`config.mk`:
```
export PLATFORM = sky130hd
export DESIGN_NAME = bird_motion
export DESIGN_NICKNAME = d
export VERILOG_FILES = /design/src/rtl/bird_motion_pkg.sv /design/src/rtl/bird_motion_edge_detect.sv /design/src/rtl/bird_motion.sv
export SDC_FILE = /design/constraint.sdc
export NUM_CORES = 1
export LEC_CHECK = 0
export BUFFER_PORTS_ARGS = -buffer_cell sky130_fd_sc_hd__buf_2
export CAP_MARGIN = 20
export CELL_PAD_IN_SITES_DETAIL_PLACEMENT = 0
export CELL_PAD_IN_SITES_GLOBAL_PLACEMENT = 2
export CORE_ASPECT_RATIO = 0.7
export CORE_UTILIZATION = 35
export DETAILED_ROUTE_END_ITERATION = 16
export PLACE_DENSITY_LB_ADDON = 0.05
export SLEW_MARGIN = 20
export SYNTH_ARGS = -nofsm -noshare
export SYNTH_HDL_FRONTEND = slang
export SYNTH_SLANG_ARGS = --single-unit
```
`constraint.sdc`:
```
create_clock -name clk -period 10.5 [get_ports clk]
set_input_delay 2.1 -clock clk [delete_from_list [all_inputs] [get_ports clk]]
set_output_delay 2.1 -clock clk [all_outputs]
set_load 0.02 [all_outputs]
```
`src/rtl/bird_motion_pkg.sv`:
```
// Shared constants for the bird game: state encoding, screen bounds and
// physics defaults, so bird_motion and the dead-zone checker agree.
package bird_motion_pkg;

  // FSM encoding, also the value driven on the state output.
  typedef enum logic [1:0] {
    ST_IDLE    = 2'b00,
    ST_PLAYING = 2'b01,
    ST_DEAD    = 2'b10,
    ST_RSVD    = 2'b11
  } state_e;

  // Datapath widths.
  localparam int HEIGHT_W = 9;
  localparam int VEL_W    = 7;
  localparam int CALC_W   = 10;

  // Screen bounds. Height grows downward; MAX_HEIGHT is the bottom row.
  localparam int MAX_HEIGHT_DEF = 479;
  localparam int DEAD_LO        = 10;
  localparam int DEAD_HI        = 420;

  // Physics defaults.
  localparam int START_HEIGHT_DEF = 240;
  localparam int GRAVITY_DEF      = 1;
  localparam int FLAP_VEL_DEF     = 8;
  localparam int MAX_FALL_DEF     = 10;

  // Clamp a signed candidate height into [0, hi] so the 9-bit register
  // never wraps past either screen edge.
  function automatic logic [HEIGHT_W-1:0] clamp_height(
    input logic signed [CALC_W-1:0] value,
    input logic signed [CALC_W-1:0] hi
  );
    logic [HEIGHT_W-1:0] result;
    if (value[CALC_W-1]) begin
      result = '0;
    end else if (value > hi) begin
      result = hi[HEIGHT_W-1:0];
    end else begin
      result = value[HEIGHT_W-1:0];
    end
    return result;
  endfunction

  // Dead-zone rule used by the collision checker.
  function automatic logic in_dead_zone(input logic [HEIGHT_W-1:0] h);
    return (h < HEIGHT_W'(DEAD_LO)) || (h > HEIGHT_W'(DEAD_HI));
  endfunction

endpackage

```
`src/rtl/bird_motion_edge_detect.sv`:
```
// Rising-edge detector: one-cycle pulse when the level goes 0 -> 1,
// judged against a one-cycle registered copy of the level.
module edge_detect (
  input  logic clk,
  input  logic rst_n,
  input  logic level_i,
  output logic pulse_o
);

  logic level_q;

  // Registered copy of the level; cleared by reset so a level held across
  // reset is seen as fresh, which the FSM ignores because reset lands in IDLE.
  always_ff @(posedge clk) begin
    if (!rst_n) begin
      level_q <= 1'b0;
    end else begin
      level_q <= level_i;
    end
  end

  assign pulse_o = level_i & ~level_q;

endmodule

```
`src/rtl/bird_motion.sv`:
```
// Bird vertical motion: IDLE/PLAYING/DEAD FSM plus a per-tick physics
// datapath (gravity, flap impulse, fall cap, screen clamp).
//
// Handshake note: there is no valid/ready pair here. tick is a one-cycle
// strobe; every update it causes is visible on height/velocity the cycle
// after the strobe. flap/start are levels turned into one-cycle pulses.
module bird_motion
  import bird_motion_pkg::*;
#(
  parameter int START_HEIGHT = START_HEIGHT_DEF,
  parameter int GRAVITY      = GRAVITY_DEF,
  parameter int FLAP_VEL     = FLAP_VEL_DEF,
  parameter int MAX_FALL     = MAX_FALL_DEF,
  parameter int MAX_HEIGHT   = MAX_HEIGHT_DEF
) (
  input  logic                     clk,
  input  logic                     rst_n,
  input  logic                     tick,
  input  logic                     flap,
  input  logic                     start,
  input  logic                     is_dead,
  output logic [HEIGHT_W-1:0]      height,
  output logic signed [VEL_W-1:0]  velocity,
  output logic [1:0]               state
);

  localparam logic [HEIGHT_W-1:0]      START_H  = HEIGHT_W'(START_HEIGHT);
  localparam logic signed [CALC_W-1:0] GRAV_S   = CALC_W'(GRAVITY);
  localparam logic signed [CALC_W-1:0] FLAPV_S  = CALC_W'(FLAP_VEL);
  localparam logic signed [CALC_W-1:0] NEG_FLAP = -FLAPV_S;
  localparam logic signed [CALC_W-1:0] FALL_S   = CALC_W'(MAX_FALL);
  localparam logic signed [CALC_W-1:0] MAXH_S   = CALC_W'(MAX_HEIGHT);

  state_e                    state_q, state_d;
  logic [HEIGHT_W-1:0]       height_q, height_d;
  logic signed [VEL_W-1:0]   vel_q, vel_d;
  logic                      flap_pending_q, flap_pending_d;

  logic flap_edge;
  logic start_edge;

  logic signed [CALC_W-1:0] vel_ext;
  logic signed [CALC_W-1:0] vel_inc;
  logic signed [CALC_W-1:0] vel_cap;
  logic signed [CALC_W-1:0] vel_new;
  logic signed [CALC_W-1:0] h_ext;
  logic signed [CALC_W-1:0] h_sum;
  logic                     flap_now;

  edge_detect u_flap_edge (
    .clk     (clk),
    .rst_n   (rst_n),
    .level_i (flap),
    .pulse_o (flap_edge)
  );

  edge_detect u_start_edge (
    .clk     (clk),
    .rst_n   (rst_n),
    .level_i (start),
    .pulse_o (start_edge)
  );

  // Physics for one tick: the fall cap is applied to the velocity first,
  // then the capped velocity is added to the height and clamped to screen.
  always_comb begin
    flap_now = flap_pending_q | flap_edge;
    vel_ext  = {{(CALC_W-VEL_W){vel_q[VEL_W-1]}}, vel_q};
    vel_inc  = vel_ext + GRAV_S;
    vel_cap  = (vel_inc > FALL_S) ? FALL_S : vel_inc;
    vel_new  = flap_now ? NEG_FLAP : vel_cap;
    h_ext    = {1'b0, height_q};
    h_sum    = h_ext + vel_new;
  end

  // Next-state and datapath update; every target holds unless a case moves it.
  always_comb begin
    state_d        = state_q;
    height_d       = height_q;
    vel_d          = vel_q;
    flap_pending_d = flap_pending_q;
    unique case (state_q)
      ST_IDLE: begin
        height_d       = START_H;
        vel_d          = '0;
        flap_pending_d = 1'b0;
        if (start_edge) begin
          state_d = ST_PLAYING;
        end
      end
      ST_PLAYING: begin
        if (is_dead) begin
          // Collision wins over a simultaneous tick: freeze as-is.
          state_d        = ST_DEAD;
          flap_pending_d = 1'b0;
        end else if (tick) begin
          vel_d          = vel_new[VEL_W-1:0];
          height_d       = clamp_height(h_sum, MAXH_S);
          flap_pending_d = 1'b0;
        end else if (flap_edge) begin
          flap_pending_d = 1'b1;
        end
      end
      ST_DEAD: begin
        flap_pending_d = 1'b0;
        if (start_edge) begin
          state_d  = ST_IDLE;
          height_d = START_H;
          vel_d    = '0;
        end
      end
      default: begin
        state_d        = ST_IDLE;
        height_d       = START_H;
        vel_d          = '0;
        flap_pending_d = 1'b0;
      end
    endcase
  end

  // State and datapath registers with synchronous active-low reset.
  always_ff @(posedge clk) begin
    if (!rst_n) begin
      state_q        <= ST_IDLE;
      height_q       <= START_H;
      vel_q          <= '0;
      flap_pending_q <= 1'b0;
    end else begin
      state_q        <= state_d;
      height_q       <= height_d;
      vel_q          <= vel_d;
      flap_pending_q <= flap_pending_d;
    end
  end

  assign height   = height_q;
  assign velocity = vel_q;
  assign state    = state_q;

endmodule

```
==> summary.md <==
| Metric | Value |
|---|---|
| Fillcell total | 418 |
| Fin crit share | 41.2% |
| Hold crit path type | reg -> reg |
| Worst r2r path cells | 12 |
| Starting DRT DRC Count | 65 |
| WP data required | 10.68 ns |
| Area Overhead vs Synth | 12.9% |
| Seq/Total Area, Yosys | 28.1% |
| Final Core Density | 42.0% |
| Syn Nets | 200 |
| R2R setup slack | 6.59 ns |
| Cts bufs inserted | 3 |
| Resized cells post-CTS | 0 |
| Placed cells | 249 |
| Post-Route WL | 4060 um |
| Critical path arrival | 4.51 ns |
| Reg2reg start | velocity[0] |
| Synth area leaders | dfxtp_1, ha_1, a21oi_1 |
| First-pass GRT wire length | 6440 um |
| Synth top area share | 28.1% |
| Reg2reg end | height[4] |
| HPWL Detailed | 3060 um |
| VDD IR max | 0.0775 mV |
| Syn_area_per_cell | 8.26 um^2 |
| Status | finished, final reports clean |
| Setup slack after layout | 6.17 ns |
| Worst slack, placed | 5.92 ns |
| Overall Power | 189 uW |
| Vias in the first global route | 1260 |
| Final TNS setup | 0 ns |
| Area of the multi-input gates | 1020 um^2 |
| RePlAce Congestion | 0.826 |
| Gr ovfl total | 0 |
| # nets final | 221 |
| Post-CTS Setup Inserts | 0 |
| I/O Buffers | 23 |
| Hold depth | 1 |
| Final Hold Vio Count | 0 |
| Final Non-Filler Cells | 253 |
| Avg WL per Cell | 16.0 um |
| HP Start | state[1] |
| Post-Syn Instances | 181 |
| Core area | 4020 um^2 |
| Vias | 1435 |
| Cts hold-fix bufs | 0 |
| Clock sink count | 21 |
| Worst skew pair latency | 0.27 ns |
| Final setup viols | 0 |
| TritonCTS clock tree | built |
| Share of layout cells above drive strength 1 | 17.9% |
| Final Slew Violations | 0 |
| Post-synthesis cell area | 1500 um^2 |
| Row Count | 19 |
| Final hold slack | 0.466 ns |
| Post-route ant nets | 0 |
| First drt pass iteration count | 4 |
| Register area | 420 um^2 |
| Die height | 56.7 um |
| Biggest area consumer among synthesized cells | dfxtp_1 |
| Largest net degree at the start of global routing | 19 |
| Top-count cell post-synth | dfxtp_1 |
| Initial antenna violation count | 0 |
| Worst Skew | 0.00899 ns |
| RSZ-0062 raised after global routing | no |
| Top_reg_cell synth | dfxtp_1 |
| Slew @ Worst Pin | 0.797 ns |
| Critical Path Fanout Max | 6 |
| DRC viols | 0 |
| Clock slew at reported path FFs | 0.09 ns |
| Clock Tree Buf Depth | 2 |
| EDFF count, synth | 0 |
| CTS root buf | clkbuf_8 |
| Worst setup SP type | input port |
| Area after DPL | 1640 um^2 |
| H-tree levels | 1 |
| Most frequent cells after synthesis | dfxtp_1, a21oi_1, nand2_1 |
| Design area | 1690 um^2 |
| GR Util All Layers | 19.0% |
| Max Cap Viol | 0 |
| Crit. End Element | flip-flop |
| Yosys cell types | 50 |
| Tmin final | 4.33 ns |
| Flops & latches, synth | 21 |
| Routed vias/inst | 5.67 |
| Fmax | 0.231 GHz |
| Relative slew slack | 46.8% |
| Yosys warns | 0 |
| CP Class | in -> reg |
| Ys async rst share | 0% |
| Die area | 4540 um^2 |
| Initial Utilization | 37.2% |
| Cell Pwr Density | 112 nW/um^2 |
| DIE WIDTH | 80.1 um |
| # IOs | 24 |
| Lkg Pwr | 0.706 nW |
| Diode count | 0 |
| WHS Endpoint | state[0] |
==> power by group <==
part	internal (mW)	switching (mW)
clock	0.0269	0.0312
combinational	0.0171	0.0295
sequential	0.0819	0.00253
==> cells in the final DEF (no fill, tap or decap), drive strengths merged, types with 6 or more instances in the layout <==
cell,synthesis,final
ha,12,12
buf,4,23
dfxtp,21,21
nor2,11,11
a21oi,18,18
xnor2,6,6
a22oi,6,6
o21ai,10,10
nand2,17,17
nand3,6,6
==> flip-flops by register name, summed over array words and instances (netlist names) <==
name,count
u_flap_edge.level_q,1
height,9
state,2
velocity,7
flap_pending_q,1
u_start_edge.level_q,1
==> area by class of cell <==
cell class / instances / area share, %
clock buffer: 3 / 2.45
clock inverter: 1 / 0.445
inverter: 4 / 0.890
multi-input combinational: 149 / 60.6
sequential: 21 / 24.9
tap: 52 / 3.85
timing repair buffer: 23 / 6.82
==> worst max-delay path by stage <==
stage                      endpoint  slack, ns  start
after floorplan           height[4]       6.30   flap
after global placement    height[3]       5.98   flap
after detailed placement  height[4]       5.92   flap
after CTS                 height[4]       6.20   flap
after global routing      height[4]       5.95   flap
final                     height[4]       6.17   flap
==> cell families (layout without fill, tap and decap cells) <==
logic type	after synthesis	count (layout)	share of synthesized area (%)
XOR/XNOR	10	10	5.86
adder cells (fa/ha/maj)	13	13	11.4
multiplexers	2	2	1.42
flip-flops	21	21	28.1
AO/OA/AOI/OAI	61	61	28.0
buffers and inverters	11	31	3.43
AND/OR/NAND/NOR	63	63	21.8
==> per-layer routing <==
layer,share of wire (%),GRT usage [%],vias to the layer above
li1,-,-,721
met1,54,30.1,665
met2,40,26.0,47
met3,6.3,4.07,2
met4,0.22,2.81,0
met5,0,0,-
==> worst max-delay path, stage by stage <==
cell and delay (ns):
buf_2 0.11, a21oi_2 0.23, o211ai_1 0.22, ha_1 0.41, and3_1 0.19, a221oi_1 0.33
xnor2_1 0.19, nand4_1 0.25, and2_1 0.23, o311ai_1 0.23
Note: power is estimated with default switching activity, not from simulation.
